===== src/rtl/alu_mul_seq_pkg.sv =====
// Shared definitions for the sequential multiplier and its ALU.
// Widths, FSM encoding, iteration count and ALU function codes.
`ifndef ALU_MUL_SEQ_PKG_SV
`define ALU_MUL_SEQ_PKG_SV
package alu_mul_seq_pkg;

  localparam int DATA_W     = 16;
  localparam int ALU_FUNC_W = 3;
  localparam int MUL_ITERS  = 16;
  localparam int CNT_W      = 5;

  typedef enum logic [1:0] {
    S_IDLE  = 2'd0,
    S_ADD   = 2'd1,
    S_SHIFT = 2'd2,
    S_DONE  = 2'd3
  } mul_state_e;

  localparam logic [ALU_FUNC_W-1:0] ALU_ADD = 3'd0;
  localparam logic [ALU_FUNC_W-1:0] ALU_SUB = 3'd1;
  localparam logic [ALU_FUNC_W-1:0] ALU_SLL = 3'd2;
  localparam logic [ALU_FUNC_W-1:0] ALU_SRL = 3'd3;
  localparam logic [ALU_FUNC_W-1:0] ALU_AND = 3'd4;
  localparam logic [ALU_FUNC_W-1:0] ALU_OR  = 3'd5;
  localparam logic [ALU_FUNC_W-1:0] ALU_XOR = 3'd6;

endpackage
`endif


===== src/rtl/alu_mul_seq.sv =====
// Shift-and-add 16x16 multiplier reusing the shared ALU.
// Optional MUL_EARLY_EXIT_EN stops once the multiplier is exhausted.
module alu_mul_seq
  import alu_mul_seq_pkg::*;
(
  input  logic                  clk,
  input  logic                  rst,
  input  logic                  start,
  input  logic [DATA_W-1:0]     op_a,
  input  logic [DATA_W-1:0]     op_b,
  output logic                  busy,
  output logic                  done,
  output logic [DATA_W-1:0]     result,
  output logic [DATA_W-1:0]     alu_a,
  output logic [DATA_W-1:0]     alu_b,
  output logic [ALU_FUNC_W-1:0] alu_func,
  input  logic [DATA_W-1:0]     alu_y
);

  mul_state_e state, state_nxt;

  logic [DATA_W-1:0] p_q;
  logic [DATA_W-1:0] m_q;
  logic [DATA_W-1:0] q_q;
  logic [CNT_W-1:0]  cnt_q;
  logic [DATA_W-1:0] q_shr;
  logic [CNT_W-1:0]  cnt_inc;
  logic              last;
  logic              zero_b;

  assign q_shr   = q_q >> 1;
  assign cnt_inc = cnt_q + 1'b1;

`ifdef MUL_EARLY_EXIT_EN
  assign last   = (q_shr == '0);
  assign zero_b = (op_b == '0);
`else
  assign last   = (cnt_inc == CNT_W'(MUL_ITERS));
  assign zero_b = 1'b0;
`endif

  always_ff @(posedge clk) begin
    if (rst) state <= S_IDLE;
    else     state <= state_nxt;
  end

  always_comb begin
    state_nxt = state;
    unique case (state)
      S_IDLE: begin
        if (start) begin
          if (zero_b)       state_nxt = S_DONE;
          else if (op_b[0]) state_nxt = S_ADD;
          else              state_nxt = S_SHIFT;
        end
      end
      S_ADD:   state_nxt = S_SHIFT;
      S_SHIFT: begin
        if (last)          state_nxt = S_DONE;
        else if (q_shr[0]) state_nxt = S_ADD;
        else               state_nxt = S_SHIFT;
      end
      S_DONE:  state_nxt = S_IDLE;
    endcase
  end

  always_comb begin
    busy     = 1'b0;
    done     = 1'b0;
    alu_func = ALU_ADD;
    alu_a    = '0;
    alu_b    = '0;
    unique case (state)
      S_IDLE: ;
      S_ADD: begin
        busy  = 1'b1;
        alu_a = p_q;
        alu_b = m_q;
      end
      S_SHIFT: begin
        busy     = 1'b1;
        alu_func = ALU_SLL;
        alu_a    = m_q;
        alu_b    = DATA_W'(1);
      end
      S_DONE: done = 1'b1;
    endcase
  end

  // Datapath registers; ALU result is written back in ADD/SHIFT.
  always_ff @(posedge clk) begin
    if (rst) begin
      p_q    <= '0;
      m_q    <= '0;
      q_q    <= '0;
      cnt_q  <= '0;
      result <= '0;
    end else begin
      unique case (state)
        S_IDLE: begin
          if (start) begin
            p_q   <= '0;
            m_q   <= op_a;
            q_q   <= op_b;
            cnt_q <= '0;
          end
        end
        S_ADD: p_q <= alu_y;
        S_SHIFT: begin
          m_q   <= alu_y;
          q_q   <= q_shr;
          cnt_q <= cnt_inc;
        end
        S_DONE: result <= p_q;
      endcase
    end
  end

endmodule


===== config.mk =====
export PLATFORM = sky130hd
export DESIGN_NAME = alu_mul_seq
export DESIGN_NICKNAME = d
export VERILOG_FILES = /design/src/rtl/alu_mul_seq_pkg.sv /design/src/rtl/alu_mul_seq.sv
export SDC_FILE = /design/constraint.sdc
export NUM_CORES = 1
export LEC_CHECK = 0
export ABC_AREA = 0
export CAP_MARGIN = 20
export CORE_ASPECT_RATIO = 0.7
export CORE_MARGIN = 4
export CORE_UTILIZATION = 30
export DETAILED_ROUTE_END_ITERATION = 16
export SYNTH_ARGS = -nofsm -noshare
export SYNTH_HDL_FRONTEND = slang
export SYNTH_SLANG_ARGS = --single-unit

===== constraint.sdc =====
create_clock -name clk -period 2.1 [get_ports clk]
set_input_delay 0.525 -clock clk [delete_from_list [all_inputs] [get_ports clk]]
set_output_delay 0.525 -clock clk [all_outputs]
set_load 0.01 [all_outputs]

==> flow_summary.json, run 1 <==
{
  "irDropWorstVdd_uv": 538.5,
  "wl_um": 9708,
  "critPathCaptureType": "primary output",
  "cts_tree": "built",
  "cts.sinks": 70,
  "crit_type": "reg -> out",
  "die_x_um": 137.4,
  "die_y_um": 98.58,
  "syn_to_final_growth_pct": 43.42,
  "fin_crit_ns": 2.035,
  "hold_violations": 0,
  "grt_max_degree": 35,
  "io_pins": 104,
  "firstDrtPassIters": 4,
  "synth.top_cells.by_area": "dfxtp_1 40%, mux2i_1 13%, a211oi_2 11%, nor2_1 7.0%, a22oi_1 6.6%",
  "synth_top_family_by_area": "compound AO/OA/AOI/OAI gates",
  "core_sq_um": 11210,
  "slew_violations": 0,
  "cellLeakagePower_nw": 1.917,
  "tightest_slew_ns": 0.9035,
  "muxShareOfSynthArea": 0.1342,
  "netlist_instances": 362,
  "drc_errors": 0,
  "routed_via_density": 4.855,
  "period_share": 0.9689,
  "synth_compound_area_frac": 0.2146,
  "holdWs_ns": 0.4697,
  "cts_root_buffer": "clkbuf_16",
  "ys_ff_latch": 70,
  "synthXorXnorAreaFrac": 0,
  "finish.instance_area_sq_um": 5042,
  "ctsHoldBuffers": 0,
  "layout_commonest_cell": "dfxtp_1",
  "arrival_ns": 1.51,
  "clk_path_buf_depth": 2,
  "worstPathRequired_ns": 1.57,
  "vias": 3020,
  "clock_latency_ns": 0.34,
  "syn_area_sq_um": 3516,
  "start_util": 0.3136,
  "synth_fa_ha_area_frac": 0.01779,
  "synth_cell_type_count": 36,
  "globalplace.congestion": 0.8304,
  "h-tree-depth": 3,
  "drt_iter0_drc": 114,
  "hold_class": "reg -> reg",
  "globalRouteTotalUtil": 0.1464,
  "grt_overflow": 0,
  "grt_setup_unrepaired": "false",
  "yosysWarnings": 0,
  "grt_first_pass_wirelength_um": 15630,
  "cts_setup_buffers": 0,
  "io_buffers": 101,
  "synth-simple-area-share": 0.1626,
  "cp_max_fo": 10,
  "relSlewSlack": 0.3976,
  "fillerInstances": 1060,
  "max_freq_mhz": 491.5,
  "die_area_sq_um": 13540,
  "setup_violations": 0,
  "max-cap-violations": 0,
  "antenna_found_initial": 0,
  "yosysTopAreaCellShare": 0.3986,
  "n_antenna_cell": 0,
  "yosys.area.top_type": "dfxtp_1",
  "synth_sequential_area_ratio": 0.3986,
  "cts_buffers": 9,
  "grt_pass1_vias": 2994,
  "fin_skew_ns": 0.005750,
  "ant_nets": 0,
  "powerDensity_nw_per_um2": 1354,
  "outcome": "complete, no violations",
  "final_cell_mix": "68 x dfxtp_1, 66 x nor2_1, 65 x clkdlybuf4s50_1, 46 x mux2i_1",
  "wl_per_cell_um": 15.61,
  "nNetsFinal": 521,
  "place_area_sq_um": 4746,
  "row_count": 32,
  "dpl.hpwl_um": 6941,
  "path_clk_slew_ns": 0.05,
  "drive_above_1_share": 0.2921,
  "syn_area_per_cell_sq_um": 9.712,
  "cp-start-kind": "flip-flop"
}
-- cell usage after synthesis, drive strengths merged --
cell type	count
dfxtp	70
nor2	66
mux2i	46
a211oi	32
a22oi	32
buf	21
nor2b	20
clkbuf	17
and3	16
a21oi	6
ha	5
nand2	5
inv	3
nand2b	3
nand3	3
nand4b	3
a31oi	2
o21ai	2
a21o	1
a311oi	1
a31o	1
a32oi	1
and2	1
conb	1
mux2	1
o21a	1
o31ai	1
or3	1
-- layout make-up --
type / instances / area [sq um] / share of cell area
multi-input combinational: 252 / 1987 / 0.3940
sequential: 70 / 1404 / 0.2784
timing repair buffer: 129 / 1159 / 0.2298
clock buffer: 11 / 242.7 / 0.04814
tap: 153 / 191.4 / 0.03797
clock inverter: 4 / 47.55 / 0.009429
inverter: 3 / 11.26 / 0.002233
-- per-stage QoR --
| step | cells | power (mW) | TNS (ns) | setup WS, ns | util |
|---|---|---|---|---|---|
| floorplan | 363 | 4.207 | 0 | 0.2328 | - |
| global placement | 606 | 5.051 | -0.8918 | -0.05962 | 0.4233 |
| detailed placement | 606 | 5.124 | -1.794 | -0.09005 | 0.4233 |
| CTS | 622 | 6.836 | -0.04279 | -0.01624 | 0.4552 |
| finish | 622 | 6.825 | 0 | 0.06522 | 0.4498 |
| global route | 622 | 7.267 | 0 | 0.001408 | 0.4498 |
-- critical path, cell delays in order (launching register included) --
cell and delay, ns:
dfxtp_2 0.33, buf_4 0.14, ha_4 0.18, buf_8 0.15, a22oi_1 0.18, nor2b_1 0.06, buf_2 0.13
-- state kept, by name (all words and copies together) (netlist names) --
name / flops
state: 2
m_q: 16
cnt_q: 5
result: 16
q_q: 15
p_q: 16
-- path summary, 6_finish.rpt --
kind                         startpoint               endpoint  slack, ns  cells after the start
setup / recovery  state[1]$_SDFFE_PP0P_               alu_a[5]       0.07                      6
hold / removal     q_q[15]$_SDFFE_PP0P_   q_q[15]$_SDFFE_PP0P_       0.47                      2
hold reg to reg    q_q[15]$_SDFFE_PP0P_   q_q[15]$_SDFFE_PP0P_       0.47                      2
setup reg to reg  state[1]$_SDFFE_PP0P_  cnt_q[0]$_SDFFE_PP0P_       0.16                      9
-- routing by layer --
layer / wire length, um / vias up / track usage
met1: 4677 / 1429 / 0.2016
li1: - / 1489 / -
met5: 0 / - / 0
met4: 63 / 0 / 0.02761
met2: 4113 / 97 / 0.2103
met3: 853 / 5 / 0.06888
-- report_power, final --
part           internal, mW  switching, mW
clock network         0.940          0.560
registers              1.71          0.286
logic                  1.57           1.76
total                  4.22           2.60
-- logic make-up (layout without fill, tap and decap cells) --
logic type / count (synthesis) / after routing
other: 1 / 2
multiplexers: 47 / 47
adder cells (fa/ha/maj): 5 / 5
AND/OR/NAND/NOR: 118 / 118
buffers and inverters: 41 / 147
flip-flops: 70 / 70
AO/OA/AOI/OAI: 80 / 80
-- timing repair --
item	4_1_cts	5_1_grt
pin swaps	1	4
endpoints found under the setup margin	35	26
cloned	1	0
gates resized for setup	139	27
Note: power is estimated with default switching activity, not from simulation.
==> run 2: changes to the inputs <==
Settings changed: RECOVER_POWER set to 100.
==> run 2 against run 1 <==
Sequential cell count is the same. Register-to-register slack is essentially flat. Sequential power is essentially flat. Sequential share of layout area grew 0.44 points. Core utilization shrank 0.70 points. Maximum frequency grew 0.12%. Highest routed layer unchanged.
==> flow_summary.json, run 2 (synthesized netlist as in run 1, its figures left out) <==
{
  "layout_commonest_cell": "dfxtp_1",
  "row_count": 32,
  "fin_crit_ns": 2.032,
  "hold_class": "reg -> reg",
  "clock_latency_ns": 0.34,
  "setup_violations": 0,
  "nNetsFinal": 521,
  "powerDensity_nw_per_um2": 1347,
  "drt_iter0_drc": 123,
  "die_area_sq_um": 13540,
  "cellLeakagePower_nw": 1.908,
  "irDropWorstVdd_uv": 532.4,
  "syn_to_final_growth_pct": 41.17,
  "arrival_ns": 1.51,
  "hold_violations": 0,
  "period_share": 0.9678,
  "min_to": "q_q[15]$_SDFFE_PP0P_",
  "fin_skew_ns": 0.006061,
  "grt_pass1_vias": 2994,
  "reg2reg_depth": 9,
  "cts_setup_buffers": 0,
  "tightest_slew_ns": 0.8916,
  "firstDrtPassIters": 4,
  "h-tree-depth": 3,
  "path_clk_slew_ns": 0.05,
  "io_pins": 104,
  "dpl.hpwl_um": 6941,
  "top_regs": "m_q (16), p_q (16), result (16)",
  "outcome": "complete, no violations",
  "fin_util": 0.4427,
  "globalRouteTotalUtil": 0.1464,
  "regToRegSetupSlack_ns": 0.16,
  "crit_type": "reg -> out",
  "die_y_um": 98.58,
  "cts_root_buffer": "clkbuf_16",
  "critPathCaptureType": "primary output",
  "slew_violations": 0,
  "drc_errors": 0,
  "max-cap-violations": 0,
  "ant_nets": 0,
  "routed_via_density": 4.799,
  "reg2reg_to": "m_q[6]$_SDFFE_PP0P_",
  "vias": 2985,
  "relSlewSlack": 0.4055,
  "grt_first_pass_wirelength_um": 15630,
  "timing.rr.start": "state[1]$_SDFFE_PP0P_",
  "ctsHoldBuffers": 0,
  "cp-start-kind": "flip-flop",
  "hold_depth": 2,
  "clk_path_buf_depth": 2,
  "finish.instance_area_sq_um": 4964,
  "wl_per_cell_um": 15.59,
  "place_area_sq_um": 4746,
  "grt_setup_unrepaired": "false",
  "io_buffers": 101,
  "grt_max_degree": 35,
  "worstPathRequired_ns": 1.57,
  "antenna_found_initial": 0,
  "wl_um": 9698,
  "drive_above_1_share": 0.2473,
  "max_freq_mhz": 492.0,
  "globalplace.congestion": 0.8304,
  "total_power_mw": 6.684,
  "cts.sinks": 70,
  "core_sq_um": 11210,
  "cp_max_fo": 10,
  "hp-start": "q_q[15]$_SDFFE_PP0P_",
  "start_util": 0.3136,
  "n_antenna_cell": 0,
  "cts_tree": "built",
  "final_cell_mix": "68 x dfxtp_1, 66 x nor2_1, 49 x clkdlybuf4s50_1, 46 x mux2i_1, 21 x a211oi_2",
  "cts_buffers": 9,
  "grt_overflow": 0,
  "die_x_um": 137.4
}
run 2: per-layer routing:
metal | vias up | track usage | part of all wire
li1 | 1488 | - | -
met1 | 1417 | 0.2016 | 0.49
met2 | 75 | 0.2103 | 0.43
met3 | 5 | 0.06888 | 0.079
met4 | 0 | 0.02761 | 0.0065
met5 | - | 0 | 0
run 2: per-stage QoR:
step	cells	TNS, ns	worst slack, ns	hold WS, ns
after floorplan	363	0	0.2328	0.4360
after global placement	606	-0.8918	-0.05962	0.4590
after detailed placement	606	-1.794	-0.09005	0.4618
after CTS	622	-0.04279	-0.01624	0.4682
after global routing	622	0	0.002185	0.4893
final	622	0	0.06763	0.4669
run 2: layout make-up:
type / count / area, sq um
fillers: 1077 / 6247
clock inverters: 4 / 47.55
clock buffers: 11 / 242.7
inverters: 3 / 11.26
multi-input cells: 252 / 1936
repair buffers: 129 / 1131
flip-flops and latches: 70 / 1404
well taps: 153 / 191.4
run 2: worst max-delay path, stage by stage, from the launching register on:
cell and delay, ns:
dfxtp_2 0.33, buf_4 0.14, ha_4 0.18, buf_8 0.15
a22oi_1 0.18, nor2b_1 0.06, buf_2 0.13
run 2: what timing repair did:
item                                    CTS  global route
endpoints found under the setup margin   35            26
pin swaps                                 1             4
resized for setup                       139            27
cloned                                    1             0
run 2: power breakdown:
part           internal [mW]  switching [mW]  total [mW]
sequential              1.71           0.286        1.99
combinational           1.49            1.69        3.19
clock                  0.940           0.564        1.50
total                   4.14            2.54        6.68
run 2: worst max path at each step:
stage / from / to / slack (ns) / cells past startpoint
2_1_floorplan: state[0]$_SDFFE_PP0P_ / alu_a[0] / 0.23 / 6
3_3_place_gp: state[0]$_SDFFE_PP0P_ / alu_a[13] / -0.06 / 5
3_5_place_dp: state[0]$_SDFFE_PP0P_ / alu_b[13] / -0.09 / 5
4_1_cts: state[1]$_SDFFE_PP0P_ / alu_a[7] / -0.02 / 6
5_1_grt: state[1]$_SDFFE_PP0P_ / alu_a[7] / 0.002 / 6
6_report: state[1]$_SDFFE_PP0P_ / alu_a[5] / 0.07 / 6
